File: src/rtl/cv32e40s_pma_prog.sv
// ============================================================================
// Module   : cv32e40s_pma_prog
// Purpose  : Run-time programmable, multi-channel PMA checker. Software fills
//            a table of address regions through a config port (with a sticky
//            per-region lock). NUM_CH independent requesters each get a
//            registered, one-cycle attribute lookup. A saturating counter
//            tracks how many erroneous responses have been returned.
// Ports    : clk, rst                 - clock, synchronous active-high reset
//            cfg_we_i/idx/field/wdata - table write port
//            cfg_err_o                - pulse: previous write was rejected
//            req_i, addr_i, qualifiers- per-channel lookup request
//            rvalid_o + attributes    - per-channel registered response
//            err_cnt_clr_i/err_cnt_o  - saturating error counter
// Revision : 1.0 - initial release
// ============================================================================
`default_nettype none

module cv32e40s_pma_prog #(
  parameter int PMA_NUM_REGIONS = 4,
  parameter int NUM_CH          = 2,
  parameter int ERR_CNT_W       = 16
) (
  input  logic                   clk,
  input  logic                   rst,
  input  logic                   cfg_we_i,
  input  logic [3:0]             cfg_idx_i,
  input  logic [1:0]             cfg_field_i,
  input  logic [31:0]            cfg_wdata_i,
  output logic                   cfg_err_o,
  input  logic [NUM_CH-1:0]      req_i,
  input  logic [32*NUM_CH-1:0]   addr_i,
  input  logic [NUM_CH-1:0]      instr_i,
  input  logic [NUM_CH-1:0]      load_i,
  input  logic [NUM_CH-1:0]      misaligned_i,
  input  logic [NUM_CH-1:0]      modified_i,
  input  logic [NUM_CH-1:0]      pushpop_i,
  input  logic [NUM_CH-1:0]      dbg_region_i,
  output logic [NUM_CH-1:0]      rvalid_o,
  output logic [NUM_CH-1:0]      err_o,
  output logic [NUM_CH-1:0]      integrity_o,
  output logic [NUM_CH-1:0]      bufferable_o,
  output logic [NUM_CH-1:0]      cacheable_o,
  output logic [NUM_CH-1:0]      hit_o,
  output logic [4*NUM_CH-1:0]    region_o,
  input  logic                   err_cnt_clr_i,
  output logic [ERR_CNT_W-1:0]   err_cnt_o
);

  localparam logic [1:0] c_FIELD_LOW  = 2'b00;
  localparam logic [1:0] c_FIELD_HIGH = 2'b01;
  localparam logic [1:0] c_FIELD_ATTR = 2'b10;
  localparam logic [1:0] c_FIELD_RSVD = 2'b11;
  // Headroom so a full-count plus up to NUM_CH increments cannot wrap.
  localparam int         c_SUM_W      = ERR_CNT_W + 3;

  // Region table. attr_q holds {integrity, cacheable, bufferable, main, enable};
  // the lock bit is kept separately and attr bits 6:5 are simply not stored.
  logic [29:0] low_q  [PMA_NUM_REGIONS];
  logic [29:0] high_q [PMA_NUM_REGIONS];
  logic [4:0]  attr_q [PMA_NUM_REGIONS];
  logic        lock_q [PMA_NUM_REGIONS];
  logic        cfg_err_q;

  logic        idx_ok;
  logic        locked;
  logic        cfg_reject;
  logic        cfg_accept;

  always_comb begin
    idx_ok = ({1'b0, cfg_idx_i} < 5'(PMA_NUM_REGIONS));
    locked = 1'b0;
    for (int i = 0; i < PMA_NUM_REGIONS; i++) begin
      if (cfg_idx_i == 4'(i)) locked = lock_q[i];
    end
    cfg_reject = !idx_ok || (cfg_field_i == c_FIELD_RSVD) || locked;
    cfg_accept = cfg_we_i && !cfg_reject;
  end

  // Lock can only be set here: any write to a locked entry is rejected, so
  // nothing but rst ever clears it.
  always_ff @(posedge clk) begin
    if (rst) begin
      for (int i = 0; i < PMA_NUM_REGIONS; i++) begin
        low_q[i]  <= '0;
        high_q[i] <= '0;
        attr_q[i] <= '0;
        lock_q[i] <= 1'b0;
      end
      cfg_err_q <= 1'b0;
    end else begin
      cfg_err_q <= cfg_we_i && cfg_reject;
      for (int i = 0; i < PMA_NUM_REGIONS; i++) begin
        if (cfg_accept && (cfg_idx_i == 4'(i))) begin
          case (cfg_field_i)
            c_FIELD_LOW:  low_q[i]  <= cfg_wdata_i[29:0];
            c_FIELD_HIGH: high_q[i] <= cfg_wdata_i[29:0];
            c_FIELD_ATTR: begin
              attr_q[i] <= cfg_wdata_i[4:0];
              lock_q[i] <= cfg_wdata_i[7];
            end
            default: ;
          endcase
        end
      end
    end
  end

  // Per-channel lookup against the table state at the start of the cycle.
  logic [29:0]       waddr    [NUM_CH];
  logic [3:0]        region_d [NUM_CH];
  logic [NUM_CH-1:0] hit_d;
  logic [NUM_CH-1:0] main_d;
  logic [NUM_CH-1:0] integ_sel;
  logic [NUM_CH-1:0] cach_sel;
  logic [NUM_CH-1:0] buf_sel;
  logic [NUM_CH-1:0] err_d;
  logic [NUM_CH-1:0] buf_d;

  always_comb begin
    for (int c = 0; c < NUM_CH; c++) begin
      waddr[c]     = addr_i[32*c+2 +: 30];
      hit_d[c]     = 1'b0;
      region_d[c]  = 4'd0;
      main_d[c]    = 1'b0;
      integ_sel[c] = 1'b0;
      cach_sel[c]  = 1'b0;
      buf_sel[c]   = 1'b0;
      // Scan downwards so the lowest-index match is the last one written.
      for (int i = PMA_NUM_REGIONS - 1; i >= 0; i--) begin
        if (attr_q[i][0] && (low_q[i] <= waddr[c]) && (waddr[c] < high_q[i])) begin
          hit_d[c]     = 1'b1;
          region_d[c]  = 4'(i);
          main_d[c]    = attr_q[i][1];
          buf_sel[c]   = attr_q[i][2];
          cach_sel[c]  = attr_q[i][3];
          integ_sel[c] = attr_q[i][4];
        end
      end
      if (dbg_region_i[c]) begin
        hit_d[c]     = 1'b0;
        region_d[c]  = 4'd0;
        main_d[c]    = 1'b1;
        buf_sel[c]   = 1'b0;
        cach_sel[c]  = 1'b0;
        integ_sel[c] = 1'b0;
      end
      err_d[c] = !main_d[c] &&
                 (instr_i[c] || misaligned_i[c] || modified_i[c] || pushpop_i[c]);
      buf_d[c] = buf_sel[c] && !instr_i[c] && !load_i[c];
    end
  end

  logic [NUM_CH-1:0]   rvalid_q;
  logic [NUM_CH-1:0]   err_q;
  logic [NUM_CH-1:0]   integ_q;
  logic [NUM_CH-1:0]   buf_q;
  logic [NUM_CH-1:0]   cach_q;
  logic [NUM_CH-1:0]   hit_q;
  logic [4*NUM_CH-1:0] region_q;

  // Attributes are gated with the request so idle channels present zeros.
  always_ff @(posedge clk) begin
    if (rst) begin
      rvalid_q <= '0;
      err_q    <= '0;
      integ_q  <= '0;
      buf_q    <= '0;
      cach_q   <= '0;
      hit_q    <= '0;
      region_q <= '0;
    end else begin
      for (int c = 0; c < NUM_CH; c++) begin
        rvalid_q[c]         <= req_i[c];
        err_q[c]            <= req_i[c] && err_d[c];
        integ_q[c]          <= req_i[c] && integ_sel[c];
        buf_q[c]            <= req_i[c] && buf_d[c];
        cach_q[c]           <= req_i[c] && cach_sel[c];
        hit_q[c]            <= req_i[c] && hit_d[c];
        region_q[4*c +: 4]  <= req_i[c] ? region_d[c] : 4'd0;
      end
    end
  end

  // Saturating error counter fed by the responses currently on the outputs.
  logic [c_SUM_W-1:0]   err_inc;
  logic [c_SUM_W-1:0]   err_sum;
  logic [ERR_CNT_W-1:0] err_cnt_q;
  logic [ERR_CNT_W-1:0] err_cnt_d;

  always_comb begin
    err_inc = '0;
    for (int c = 0; c < NUM_CH; c++) begin
      err_inc = err_inc + c_SUM_W'(rvalid_q[c] && err_q[c]);
    end
    err_sum = c_SUM_W'(err_cnt_q) + err_inc;
    if (err_cnt_clr_i)                        err_cnt_d = '0;
    else if (|err_sum[c_SUM_W-1:ERR_CNT_W])   err_cnt_d = '1;
    else                                      err_cnt_d = err_sum[ERR_CNT_W-1:0];
  end

  always_ff @(posedge clk) begin
    if (rst) err_cnt_q <= '0;
    else     err_cnt_q <= err_cnt_d;
  end

  // Byte offset bits and the top of the write data carry no meaning here.
  logic unused_bits;
  always_comb begin
    unused_bits = ^cfg_wdata_i[31:30];
    for (int c = 0; c < NUM_CH; c++) begin
      unused_bits = unused_bits ^ (^addr_i[32*c +: 2]);
    end
  end

  assign cfg_err_o    = cfg_err_q;
  assign rvalid_o     = rvalid_q;
  assign err_o        = err_q;
  assign integrity_o  = integ_q;
  assign bufferable_o = buf_q;
  assign cacheable_o  = cach_q;
  assign hit_o        = hit_q;
  assign region_o     = region_q;
  assign err_cnt_o    = err_cnt_q;

endmodule

`default_nettype wire

File: config.mk
export PLATFORM = sky130hd
export DESIGN_NAME = cv32e40s_pma_prog
export DESIGN_NICKNAME = d
export VERILOG_FILES = /design/src/rtl/cv32e40s_pma_prog.sv
export SDC_FILE = /design/constraint.sdc
export NUM_CORES = 1
export LEC_CHECK = 0
export CORE_ASPECT_RATIO = 0.75
export CORE_MARGIN = 4
export CORE_UTILIZATION = 40
export CTS_BUF_LIST = sky130_fd_sc_hd__clkbuf_16
export CTS_CLUSTER_SIZE = 16
export DETAILED_ROUTE_END_ITERATION = 12
export SYNTH_ARGS = -nofsm -noshare
export SYNTH_HDL_FRONTEND = slang
export SYNTH_SLANG_ARGS = --single-unit
File: constraint.sdc
create_clock -name clk -period 9.8 [get_ports clk]
set_input_delay 1.47 -clock clk [delete_from_list [all_inputs] [get_ports clk]]
set_output_delay 1.47 -clock clk [all_outputs]
set_load 0.005 [all_outputs]
# Yosys cells after proc, flatten, opt, wreduce, memory -nomap -nowiden
# Memory sizes are Yosys's and may differ from the RTL's.
# Cells that the tools add are included.
# W data, S select, Z words.
# classes
muxes,118
reduce_logical,66
n_eq_ne,6
n_lt_le_gt_ge,17
bitwise,18
add_sub_neg,2
# op_table
operator,count
$le A30 B30 Y1,8
$lt A30 B30 Y1,8
$mux W30,8
$mux W1,101
$logic_and A1 B1 Y1,40
$mux W5,4
$add A16 B2 Y17,1
$mux W16,1
$or A1 B1 Y1,16
$reduce_or A6 Y1,2
$reduce_or A5 Y1,2
$eq A4 B2 Y1 const B,2
$logic_not A1 Y1,8
$logic_or A1 B1 Y1,8
$mux W2,4
$reduce_or A4 Y1,2
$eq A2 B2 Y1 const B,2
$eq A4 B1 Y1 const B,1
$logic_not A4 Y1,1
$lt A4 B3 Y1 const B,1
$reduce_or A3 Y1,1
$add A1 B1 Y2,1
$eq A2 B1 Y1 const B,1
$logic_not A2 Y1,1
2 further kinds,3
# totals
register_bits,37
out_inout_bits,37
wordCells,245
ramBits,264
mem_count,4
input_bits,120
# memory_table
memory,depth,word_bits,rd,rd_ports_with_merged_regs,write_ports,line_no,text
high_q,4,30,4,0,4,59,logic [29:0] high_q [PMA_NUM_REGIONS];
low_q,4,30,4,0,4,58,logic [29:0] low_q [PMA_NUM_REGIONS];
attr_q,4,5,4,0,4,60,logic [4:0] attr_q [PMA_NUM_REGIONS];
lock_q,4,1,4,0,4,61,logic lock_q [PMA_NUM_REGIONS];

# Depth between registers and ports, before layout
# Gate-level depths: netlist (run 1).
# depth
ltp_word,13
depth_mapped,12
depth_no_buf,11

# Worst setup path before layout (run 1)
# OpenSTA, ideal clock, no wires.
# synth_timing
path_kind,input-to-reg
startpoint,input port cfg_idx_i[0]
endpoint,memory high_q[3][0] (enable)
path_stages,6
setup_time_ns,0.423
arrival_ns,4.331
setup_slack_ns,5.046
n_path_buf,0
path_cell_list,mux4_2 -> a2111oi_0 -> nand3_1 -> inv_1 -> nand3_1 -> o21bai_1
# synth_rtl
element,line_no,text
start: declaration,26,"input logic [3:0] cfg_idx_i,"
end: declaration,59,

# Worst setup path after layout (run 1)
# layout_timing
startpoint,input port addr_i[61]
endpoint,"register cach_q[1], in the netlist cacheable_o[1]"
# layout_between
elab_chain_cells,9
word_cells_on_any_way,22
cone_classes,order compare (8); mux (5); reduce/logical (9)
# layout_lines
element,line_no,text
start: declaration,31,"input logic [32*NUM_CH-1:0] addr_i,"
$le A30 B30 Y1,130,if (attr_q[i][0] && (low_q[i] <= waddr[c]) && (waddr[c] < high_q[i])) begin
$logic_and A1 B1 Y1 (2 in a row),130,
$mux W1 (3 in a row),130,
$mux W1 (*),130,
$mux W1 (*),139,if (dbg_region_i[c]) begin
$logic_and A1 B1 Y1 (*),177,cach_q[c] <= req_i[c] && cach_sel[c];
end signal: indexed assignment,177,
end: declaration,157,logic [NUM_CH-1:0] cach_q;
# Every way passes the cells marked *; elsewhere a longest branch is shown, timed or not.
# A chain may end at the register's enable or synchronous reset.

==> results of run 1 <==
placed cells by master (no fill, tap or decap), types with 6 or more instances in the layout:
master / n
sky130_fd_sc_hd__clkbuf_16: 37
sky130_fd_sc_hd__nor3b_1: 7
sky130_fd_sc_hd__o211ai_1: 14
sky130_fd_sc_hd__nor2b_1: 15
sky130_fd_sc_hd__nor2_2: 6
sky130_fd_sc_hd__o31ai_1: 7
sky130_fd_sc_hd__nand2_1: 100
sky130_fd_sc_hd__o22ai_1: 8
sky130_fd_sc_hd__nor4_1: 14
sky130_fd_sc_hd__dfxtp_1: 33
sky130_fd_sc_hd__edfxtp_1: 264
sky130_fd_sc_hd__a211oi_1: 32
sky130_fd_sc_hd__nand4_1: 77
sky130_fd_sc_hd__bufinv_16: 6
sky130_fd_sc_hd__a2111oi_0: 9
sky130_fd_sc_hd__a21boi_0: 6
sky130_fd_sc_hd__a221oi_1: 14
sky130_fd_sc_hd__a31oi_1: 9
sky130_fd_sc_hd__and2_1: 266
sky130_fd_sc_hd__and3_1: 8
sky130_fd_sc_hd__xor2_1: 6
sky130_fd_sc_hd__ha_1: 473
sky130_fd_sc_hd__and4_1: 10
sky130_fd_sc_hd__nor2_1: 72
sky130_fd_sc_hd__or3_1: 7
sky130_fd_sc_hd__buf_4: 17
sky130_fd_sc_hd__nor3_1: 36
sky130_fd_sc_hd__o21ai_0: 73
sky130_fd_sc_hd__o21a_1: 8
sky130_fd_sc_hd__nand2b_1: 17
sky130_fd_sc_hd__a221o_1: 6
sky130_fd_sc_hd__clkdlybuf4s50_1: 146
sky130_fd_sc_hd__a21o_1: 33
sky130_fd_sc_hd__inv_1: 206
sky130_fd_sc_hd__nand3_1: 63
sky130_fd_sc_hd__a21oi_1: 166
registers in the layout (all words and copies together) (netlist names):
name,flops
high_q,120
hit_o,2
attr_q,20
bufferable_o,2
rvalid_o,2
err_o,2
integrity_o,2
lock_q,4
low_q,120
cfg_err_o,1
region_o,4
err_cnt_o,16
cacheable_o,2
final cells by class:
class / count / share of cell area [%]
multi-input cells: 1625 / 49.5
well taps: 722 / 3.50
clock buffers: 37 / 3.59
inverters: 202 / 2.94
clock inverters: 24 / 1.06
repair buffers: 163 / 6.16
flip-flops and latches: 297 / 33.3
diodes: 2 / 0.0194
through the flow:
stage | power, uW | util [%]
after CTS | 3400 | 47.2
after global routing | 3530 | 47.2
final | 3390 | 47.2
after floorplan | 1760 | -
after global placement | 1980 | 45.0
after detailed placement | 2000 | 45.0
metal layers:
layer,GRT usage [%],vias up
li1,-,8334
met1,37.4,8438
met2,36.2,616
met3,4.62,84
met4,5.59,2
met5,0,-
cells in the mapped netlist (all sizes together), types with 2 or more instances:
library cell / count / share of area [%]
nand2: 100 / 1.7
edfxtp: 264 / 36
a31oi: 9 / 0.25
clkbuf: 36 / 0.61
and2: 266 / 7.5
and4: 10 / 0.39
dfxtp: 33 / 3.0
o31a: 2 / 0.079
or2: 3 / 0.085
nor4: 15 / 0.49
nand3: 63 / 1.4
o21a: 8 / 0.27
or3: 7 / 0.20
a21oi: 166 / 3.7
a221o: 6 / 0.27
nor3: 36 / 0.81
buf: 4 / 0.14
xnor2: 5 / 0.20
o21ai: 73 / 1.6
or4: 6 / 0.25
o211ai: 14 / 0.47
nand4b: 3 / 0.12
a211oi: 32 / 1.1
nor3b: 7 / 0.24
o31ai: 7 / 0.24
nor2b: 15 / 0.42
a21boi: 6 / 0.20
a2111oi: 11 / 0.43
nand4: 78 / 2.2
o2111ai: 4 / 0.16
a221oi: 14 / 0.55
inv: 202 / 3.4
a21o: 33 / 1.1
a211o: 2 / 0.079
xor2: 6 / 0.24
o21bai: 9 / 0.30
o22ai: 8 / 0.23
and3: 8 / 0.23
nand2b: 17 / 0.48
ha: 473 / 27
a41oi: 2 / 0.079
nor2: 82 / 1.4
report_power, final:
part	switching [uW]	total [uW]	internal (uW)	leakage (uW)
Sequential	22.4	1440	1420	0.00299
Clock	563	1400	842	0.000602
Combinational	339	550	211	0.00749
worst max path at each step:
stage / startpoint / endpoint / slack, ps / cells after the start
floorplan: cfg_idx_i[0] / high_q[3][0] / 5050 / 6
global placement: addr_i[63] / err_o[1] / 3650 / 10
detailed placement: addr_i[63] / bufferable_o[1] / 3600 / 10
CTS: addr_i[63] / bufferable_o[1] / 4200 / 10
global route: addr_i[18] / integrity_o[0] / 4060 / 12
finish: addr_i[61] / cacheable_o[1] / 4080 / 10
cells by family (layout without fill, tap and decap cells):
group / count (synthesis) / count (layout) / share of synthesized area [%]
and+or+nand+nor: 719 / 719 / 18.1
adders and majority gates: 474 / 474 / 26.8
AOI/OAI and AO/OA: 414 / 414 / 11.6
DFF: 297 / 297 / 38.7
buffers and inverters: 242 / 426 / 4.16
xor gates and xnor gates: 11 / 11 / 0.434
muxes: 3 / 3 / 0.197
other: 1 / 6 / 0.0169
worst max-delay path: cells and delay by family:
family | cells | cell delay [ps]
buf+inv | 1 | 590
simple gates | 6 | 2550
compound gates | 2 | 1100
fa+ha+maj | 1 | 400
==> metrics.log, run 1 <==
INFO  metric worst_setup_slack_after_layout = roughly 4100 ps
INFO  metric num_io_pins = 157
INFO  metric initial_utilization = 40.6%
INFO  metric irDropWorstVdd = 101 uV
INFO  metric data_arrival_time_of_the_worst_path = 6140 ps
INFO  metric status = complete, no violations
INFO  metric worst_setup_path_start_kind = input port
INFO  metric grt-ovfl-total = 0
INFO  metric io_buffers = ~150
INFO  metric whs_path_depth = 1
INFO  metric core_area = 54,600 um2
INFO  metric worstSkewPairLatency = 550 ps
INFO  metric netlist_instances = between 2,000 and 2,500
INFO  metric ys.warnings.count = 0
INFO  metric power.static_leakage = 0.0111 uW
INFO  metric setup_tns = 0 ps
INFO  metric pin_count_of_the_biggest_net_entering_global_routing = 31
INFO  metric placedInstanceArea = approximately 25,000 um2
INFO  metric rsz0062_at_grt = false
INFO  metric top_layer_used = met5
INFO  metric clockRootBuffer = sky130_fd_sc_hd__clkbuf_16
INFO  metric max_slew_margin = 20.9%
INFO  metric post-route-period-util = 58.4%
INFO  metric pins_over_their_slew_limit = 0
INFO  metric synth_flop_cell = sky130_fd_sc_hd__edfxtp_1
INFO  metric die_h = 212 um
INFO  metric post_cts_buffers = 0
INFO  metric dp_worst_setup_slack = 3600 ps
INFO  metric seqCellArea = 8590 um2
INFO  metric worst_hold_startpoint = err_cnt_o[14]
INFO  metric antenna_left = 0
INFO  metric finalClockSkew = 13.7 ps
INFO  metric achievable_freq = 175 MHz
INFO  metric die_w = 280 um
INFO  metric place.detailed.hpwl = 56,900 um
INFO  metric fin_crit = 5720 ps
INFO  metric gp_congestion = 0.937
INFO  metric final.fill_count = 5,089
INFO  metric route.vias.total = 17,500
INFO  metric cts_buffer_count = 36
INFO  metric synth-edff-count = 264
INFO  metric final_cell_area = around 26,000 um2
INFO  metric tritoncts = built
INFO  metric timing.critical_path.cells = clkdlybuf4s50_1 -> ha_1 -> nand4_1 -> nor4_1 -> nand3_1 -> a2111oi_0 -> or4b_1 -> nand2_1 -> a221oi_1 -> nor3_1
INFO  metric rrSetupSlack = roughly 5300 ps
INFO  metric antenna_found_initial = 3
INFO  metric via_per_inst = 5.69
INFO  metric sequential_share_of_the_synthesized_area = 38.7%
INFO  metric syn-cell-area = 22,200 um2
INFO  metric hold_end = err_cnt_o[14]
INFO  metric cts_hold_buffers = 0
INFO  metric timing.reg2reg.worst_path_depth = 10
INFO  metric hold_ws = 535 ps
INFO  metric detail_route.wirelength = 73,700 um
INFO  metric vias_in_the_first_global_route = 17,200
INFO  metric reg2reg_from = high_q[0][28]
INFO  metric async_reset_ff_share = 0%
INFO  metric max_slew.worst_pin.slew = 1180 ps
INFO  metric drive_gt1_share = a little over 4%
INFO  metric endpoint_kind_of_the_worst_setup_timing_path = flip-flop
INFO  metric clk_pin_slew = 60 ps
INFO  metric detail_route.wl_per_cell = about 24 um
INFO  metric place.detailed.instances = 3,009
INFO  metric cts_htree_levels = 2
INFO  metric p_per_area = between 100 and 150 nW/um2
INFO  metric highest_net_fanout_along_the_worst_path = 8
INFO  metric tritoncts_num_sinks = 297
INFO  metric drt-pass1-iter-count = 5
INFO  metric grt_first_pass_wirelength = 109,000 um
INFO  metric synthToLayoutAreaGrowth = 16.3%
INFO  metric min_path_type = reg2reg
INFO  metric syn-mean-instance-area = 10.3 um2
INFO  metric finalNonFillerCells = 3,072
INFO  metric groute.usage.overall = 24.6%
INFO  metric rr_endpoint = cacheable_o[1]
INFO  metric route.met3.wl = 5570 um
INFO  metric crit_required = roughly 10,000 ps
INFO  metric post-route-drc-count = 0
INFO  metric finalSetupViolCount = 0
INFO  metric clockBufferDepth = 3
INFO  metric multiInputGateArea = 12,800 um2
INFO  metric met2_length = 30,300 um
INFO  metric cp_slowest_stage_delay = 970 ps
INFO  metric final_hold_viol_count = 0
INFO  metric total_die_area = 59,300 um2
INFO  metric critPathSlowestCell = sky130_fd_sc_hd__nor4_1
INFO  metric cap_viol_max_count = 0
INFO  metric cts_repair_resize_count = 0
INFO  metric synth.ff_latch_count = about 300
INFO  metric timing.setup.critical_path_class = in2reg
INFO  metric num_rows = 74
INFO  metric detail_route.iter0.violations = 1,510
INFO  metric finalNetCount = 2,919
INFO  metric synth.lib_cells_used.distinct = 63
INFO  metric m1WireLength = around 36,000 um
No activity file was read; power rests on OpenSTA's default activity.
==> run 2, diff against run 1 <==
clock period = 4.7 ns   (was 9.8 ns; I/O delays follow)
==> metrics.log, run 2 (synthesis results as in run 1) <==
INFO  metric tritoncts_num_sinks = 297
INFO  metric final_hold_viol_count = 0
INFO  metric worstSkewPairLatency = 560 ps
INFO  metric post-route-drc-count = 0
INFO  metric cts_repair_resize_count = 0
INFO  metric gp_congestion = approximately 0.96
INFO  metric met2_usage = between 30% and 40%
INFO  metric seqCellArea = 8590 um2
INFO  metric worst_setup_path_start_kind = input port
INFO  metric initial_utilization = 40.6%
INFO  metric die_h = ~210 um
INFO  metric p_seq_share = 43.1%
INFO  metric timing.setup.critical_path_class = in2reg
INFO  metric sw_frac_of_total = 28.2%
INFO  metric crit_required = 5170 ps
INFO  metric reg2reg_from = high_q[0][27]
INFO  metric achievable_freq = 238 MHz
INFO  metric worst_hold_startpoint = err_cnt_o[14]
INFO  metric rsz0062_at_grt = false
INFO  metric power.share.clock = 39.5%
INFO  metric worstSetupStartpoint = addr_i[63]
INFO  metric most-common-layout-cells = sky130_fd_sc_hd__ha_1 (473), sky130_fd_sc_hd__and2_1 (266), sky130_fd_sc_hd__edfxtp_1 (264), sky130_fd_sc_hd__inv_1 (210), sky130_fd_sc_hd__a21oi_1 (166)
INFO  metric cap_viol_max_count = 0
INFO  metric rrSetupSlack = 1060 ps
INFO  metric biggestRegsByFlops = high_q (120), low_q (120), attr_q (20)
INFO  metric io_buffers = 146
INFO  metric p_sw = 1960 uW
INFO  metric pins_over_their_slew_limit = 0
INFO  metric logic_gate_share_of_total_power = between 15 and 20%
INFO  metric grt-ovfl-total = 0
INFO  metric endpoint_kind_of_the_worst_setup_timing_path = flip-flop
INFO  metric min_path_type = reg2reg
INFO  metric cts_hold_buffers = 0
INFO  metric final.fill_count = 5,041
INFO  metric power.static_leakage = 0.0115 uW
INFO  metric grtUsageMet3 = 6.97%
INFO  metric max_slew.worst_pin.slew = ~810 ps
INFO  metric total_die_area = approximately 60,000 um2
INFO  metric whs_path_depth = 1
INFO  metric clk_pin_slew = roughly 60 ps
INFO  metric fin_crit = approximately 4200 ps
INFO  metric num_io_pins = 157
INFO  metric grt_first_pass_wirelength = approximately 110,000 um
INFO  metric finalClockSkew = approximately 25 ps
INFO  metric multiInputGateArea = roughly 13,000 um2
INFO  metric worst_setup_slack_after_layout = 495 ps
INFO  metric clockBufferDepth = 3
INFO  metric groute.usage.overall = 25.2%
INFO  metric num_rows = 74
INFO  metric data_arrival_time_of_the_worst_path = about 4700 ps
INFO  metric vias_in_the_first_global_route = 18,000
INFO  metric met1_usage = 37.0%
INFO  metric status = complete, no violations
INFO  metric antenna_left = 0
INFO  metric drt-pass1-iter-count = 5
INFO  metric cell_internal_pwr = 4990 uW
INFO  metric timing.reg2reg.worst_path_depth = 11
INFO  metric hold_end = err_cnt_o[14]
INFO  metric rr_endpoint = bufferable_o[1]
INFO  metric place.detailed.hpwl = 58,700 um
INFO  metric tritoncts = built
INFO  metric highest_net_fanout_along_the_worst_path = 5
INFO  metric finalSetupViolCount = 0
INFO  metric core_area = 54,600 um2
INFO  metric cts_htree_levels = 2
INFO  metric pin_count_of_the_biggest_net_entering_global_routing = 31
INFO  metric synthToLayoutAreaGrowth = 19.0%
INFO  metric max_slew_margin = 45.5%
INFO  metric detail_route.iter0.violations = 1,727
INFO  metric layout_commonest_cell = sky130_fd_sc_hd__ha_1
INFO  metric drive_gt1_share = 7.27%
INFO  metric finalNetCount = 3,000
INFO  metric top_usage_layer = met1
INFO  metric die_w = 280 um
INFO  metric cts_buffer_count = 36
INFO  metric detail_route.wirelength = 75,200 um
INFO  metric dp_worst_setup_slack = 176 ps
INFO  metric post_cts_buffers = 0
INFO  metric route.vias.total = 17,900
INFO  metric detail_route.wl_per_cell = 23.8 um
INFO  metric via_per_inst = between 5 and 6
INFO  metric irDropWorstVdd = 225 uV
INFO  metric antenna_found_initial = 2
INFO  metric post-route-period-util = 89.5%
INFO  metric clockRootBuffer = sky130_fd_sc_hd__clkbuf_16
INFO  metric setup_tns = 0 ps
INFO  metric p_per_area = 263 nW/um2
==> run 2: changes by cell type in the layout (fill, tap and decap cells not counted), sizes merged <==
cell and delta:
buf +81, inv +7, bufinv -5, clkbuf +2, clkinvlp +1
==> run 2: power groups by stage <==
stage / clock network [uW] / registers (uW) / logic (uW)
6_report: 2740 / 3000 / 1210
5_1_grt: 2910 / 3000 / 1350
4_1_cts: 2790 / 3000 / 1190
3_5_place_dp: 0 / 3050 / 1180
3_3_place_gp: 0 / 3050 / 1140
2_1_floorplan: 0 / 3030 / 626
==> run 2: metrics by stage <==
step	utilization (%)	instances	area (um2)	hold slack [ps]	power (uW)
final	48.3	3158	26400	524	6950
after global routing	48.3	3156	26400	544	7260
after CTS	48.3	3156	26400	534	6980
after detailed placement	46.2	3090	25300	526	4230
after global placement	46.2	3090	25300	513	4190
after floorplan	-	2164	22200	504	3660
==> run 2: worst max path at each step <==
stage | end | slack (ps) | depth (start not counted)
6_report | cacheable_o[1] | 490 | 12
5_1_grt | cacheable_o[1] | 360 | 12
4_1_cts | bufferable_o[1] | 760 | 11
3_5_place_dp | bufferable_o[1] | 180 | 12
3_3_place_gp | err_o[1] | 260 | 12
2_1_floorplan | high_q[3][0] | 710 | 6
==> run 2: worst max-delay path, stage by stage <==
cell                              delay [ps]
sky130_fd_sc_hd__clkdlybuf4s50_1         710
sky130_fd_sc_hd__inv_1                   220
sky130_fd_sc_hd__ha_1                    340
sky130_fd_sc_hd__nand4_1                 200
sky130_fd_sc_hd__nor4_1                  470
sky130_fd_sc_hd__nor3b_1                 420
sky130_fd_sc_hd__a211oi_1                130
sky130_fd_sc_hd__a311oi_1                410
sky130_fd_sc_hd__and3_1                  320
sky130_fd_sc_hd__nor2b_1                 360
sky130_fd_sc_hd__a221oi_1                140
sky130_fd_sc_hd__nor3_1                  230
==> run 2: area by class of cell <==
class / count / share of cell area, %
multi-input cells: 1625 / 48.3
flip-flops and latches: 297 / 32.5
repair buffers: 244 / 8.56
clock buffers: 39 / 3.70
well taps: 722 / 3.42
inverters: 202 / 2.87
clock inverters: 27 / 0.607
diodes: 2 / 0.0190
==> run 2: per-layer routing <==
layer  up-vias  routed length, um
met5         -                 13
met4         2               2670
met3       125               6940
met2       689              29800
met1      8615              35800
li1       8502                  -
==> run 3, diff against run 2 <==
ABC_AREA = 1   (was unset)
clock period = 3.7 ns   (was 4.7 ns; I/O delays follow)
==> metrics.log, run 3 <==
INFO  metric drive_gt1_share = under 10%
INFO  metric gp_congestion = ~0.97
INFO  metric irDropWorstVdd = 280 uV
INFO  metric cts_hold_buffers = 0
INFO  metric endpoint_kind_of_the_worst_setup_timing_path = flip-flop
INFO  metric synth_flop_cell = sky130_fd_sc_hd__edfxtp_1
INFO  metric multiInputGateArea = about 12,000 um2
INFO  metric synth-edff-count = approximately 260
INFO  metric final_cell_area = 26,700 um2
INFO  metric pin_count_of_the_biggest_net_entering_global_routing = 31
INFO  metric highest_net_fanout_along_the_worst_path = 7
INFO  metric worstSkewPairLatency = between 500 and 600 ps
INFO  metric grt_first_pass_wirelength = approximately 110,000 um
INFO  metric cap_viol_max_count = 0
INFO  metric final_hold_viol_count = 0
INFO  metric finalNetCount = 3,438
INFO  metric netlist_instances = 2,624
INFO  metric cts_buffer_count = 36
INFO  metric yosys.cell_count.top_type = sky130_fd_sc_hd__nand2_1
INFO  metric detail_route.iter0.violations = roughly 1,500
INFO  metric power.share.clock = 40.7%
INFO  metric synth.ff_latch_count = 297
INFO  metric post-route-drc-count = 0
INFO  metric async_reset_ff_share = 0%
INFO  metric crit_required = 4170 ps
INFO  metric fin_crit = 3110 ps
INFO  metric antenna_cells = 0
INFO  metric clockRootBuffer = sky130_fd_sc_hd__clkbuf_16
INFO  metric groute.usage.overall = 24.1%
INFO  metric antenna_found_initial = 1
INFO  metric cts_htree_levels = 2
INFO  metric finalCoreUtilization = a little under half
INFO  metric finalClockSkew = 24.0 ps
INFO  metric synth_top_area_cell = sky130_fd_sc_hd__edfxtp_1
INFO  metric drt-pass1-iter-count = 5
INFO  metric data_arrival_time_of_the_worst_path = approximately 3600 ps
INFO  metric post-route-period-util = about 84%
INFO  metric p_per_area = approximately 340 nW/um2
INFO  metric netlist_top_cells_area = sky130_fd_sc_hd__edfxtp_1 (35%), sky130_fd_sc_hd__ha_1 (26%), sky130_fd_sc_hd__nand2_1 (7.9%), sky130_fd_sc_hd__nor2_1 (6.8%), sky130_fd_sc_hd__inv_1 (6.3%)
INFO  metric worst_setup_path_start_kind = input port
INFO  metric worst_setup_slack_after_layout = 595 ps
INFO  metric total_die_area = 60,400 um2
INFO  metric place.detailed.hpwl = 57,100 um
INFO  metric status = complete, no violations
INFO  metric grt-ovfl-total = 0
INFO  metric syn-cell-area = ~23,000 um2
INFO  metric clk_pin_slew = 60 ps
INFO  metric most-common-layout-cells = sky130_fd_sc_hd__nand2_1 (478), sky130_fd_sc_hd__ha_1 (473), sky130_fd_sc_hd__nor2_1 (408), sky130_fd_sc_hd__inv_1 (382), sky130_fd_sc_hd__edfxtp_1 (264)
INFO  metric post_cts_buffers = 0
INFO  metric via_per_inst = approximately 5.3
INFO  metric timing.setup.critical_path_class = in2reg
INFO  metric logic_gate_share_of_total_power = 17.6%
INFO  metric power.static_leakage = 0.0128 uW
INFO  metric synthToLayoutAreaGrowth = 18.1%
INFO  metric max_slew_margin = 32.5%
INFO  metric ys_top_cells_by_count = sky130_fd_sc_hd__nand2_1 (478), sky130_fd_sc_hd__ha_1 (473), sky130_fd_sc_hd__nor2_1 (408)
INFO  metric p_sw = 2550 uW
INFO  metric die_h = 214 um
INFO  metric num_rows = 75
INFO  metric dp_worst_setup_slack = between 150 and 200 ps
INFO  metric initial_utilization = 40.4%
INFO  metric detail_route.wirelength = 72,900 um
INFO  metric pins_over_their_slew_limit = 0
INFO  metric tritoncts = built
INFO  metric syn-mean-instance-area = 8.61 um2
INFO  metric core_area = about 56,000 um2
INFO  metric num_io_pins = 157
INFO  metric max_slew.worst_pin.slew = between 1000 and 1500 ps
INFO  metric finalSetupViolCount = 0
INFO  metric share_of_the_synthesized_area_in_the_top_cell_type = roughly a third
INFO  metric detail_route.wl_per_cell = 20.2 um
INFO  metric tritoncts_num_sinks = just under 300
INFO  metric sw_frac_of_total = 28.1%
INFO  metric final.fill_count = approximately 5,300
INFO  metric cell_internal_pwr = 6530 uW
INFO  metric biggestRegsByFlops = high_q (120), low_q (120), attr_q (20)
INFO  metric placedInstanceArea = 25,500 um2
INFO  metric rsz0062_at_grt = false
INFO  metric seqCellArea = 8590 um2
INFO  metric die_w = 282 um
INFO  metric route.vias.total = between 15,000 and 20,000
INFO  metric cts_repair_resize_count = 0
INFO  metric io_buffers = 146
INFO  metric finalNonFillerCells = 3,601
INFO  metric antenna_left = 0
INFO  metric place.detailed.instances = 3,537
INFO  metric layout_commonest_cell = sky130_fd_sc_hd__nand2_1
INFO  metric vias_in_the_first_global_route = 19,200
INFO  metric min_path_type = reg2reg
INFO  metric sequential_share_of_the_synthesized_area = a little under two fifths
INFO  metric p_seq_share = 41.8%
INFO  metric synth.lib_cells_used.distinct = 38
INFO  metric ys.warnings.count = 0
INFO  metric achievable_freq = 322 MHz
INFO  metric clockBufferDepth = 3
[run 3: kinds of logic (layout without fill, tap and decap cells)]
group                      Yosys count  count (layout)  synth area share [%]
AOI/OAI and AO/OA                  353             353                  8.41
xor gates and xnor gates            11              11                 0.426
adders and majority gates          474             474                  26.3
buffers and inverters              419             662                  7.37
DFF                                297             297                  38.0
other                                1               4                0.0166
and+or+nand+nor                   1069            1069                  19.5
[run 3: final timing paths]
path                                       end  cells after the start    startpoint  slack (ps)
worst max register to register   err_cnt_o[14]                     12      err_o[1]         740
worst max-delay path            cacheable_o[1]                     16    addr_i[39]         590
worst min register to register    err_cnt_o[5]                      2  err_cnt_o[5]         520
worst min-delay path              err_cnt_o[5]                      2  err_cnt_o[5]         520
[run 3: cell type report]
class,count,area share (%)
multi-input cells,1911,46.6
flip-flops and latches,297,32.2
repair buffers,220,7.98
inverters,378,5.32
well taps,731,3.43
clock buffers,36,3.38
clock inverters,28,1.10
[run 3: worst max-delay path, cell delays in order]
cell                              delay [ps]
sky130_fd_sc_hd__clkdlybuf4s50_1         710
sky130_fd_sc_hd__inv_1                   110
sky130_fd_sc_hd__buf_4                   170
sky130_fd_sc_hd__ha_1                    300
sky130_fd_sc_hd__nand2_1                  70
sky130_fd_sc_hd__nor2_1                  150
sky130_fd_sc_hd__o21ai_0                 120
sky130_fd_sc_hd__nand3_1                 200
sky130_fd_sc_hd__nand2_1                  80
sky130_fd_sc_hd__nand2_1                 100
sky130_fd_sc_hd__nand2_1                 100
sky130_fd_sc_hd__nand2_1                  90
sky130_fd_sc_hd__nand2_1                 160
sky130_fd_sc_hd__nand3_1                 320
sky130_fd_sc_hd__nand3_1                 130
sky130_fd_sc_hd__a21oi_1                 200
[run 3: power groups by stage]
| stage | clock network (uW) | logic, uW | registers [uW] |
|---|---|---|---|
| final | 3690 | 1600 | 3790 |
| after global routing | 3910 | 1790 | 3800 |
| after CTS | 3760 | 1580 | 3790 |
| after detailed placement | 0 | 1570 | 3860 |
| after global placement | 0 | 1500 | 3860 |
| after floorplan | 0 | 868 | 3850 |
[run 3: routing by layer]
layer	track usage [%]	vias to the layer above	wire, um
met1	33.3	8915	32800
met3	6.02	134	6690
li1	-	9334	-
met2	36.9	653	30900
met5	0	-	7
met4	8.99	2	2560
[run 3: stage by stage]
stage	TNS (ps)	power [uW]	hold WS [ps]
final	0	9070	523
after detailed placement	0	5430	499
after global placement	0	5360	497
after global routing	0	9500	548
after CTS	0	9130	516
after floorplan	-67180	4720	488
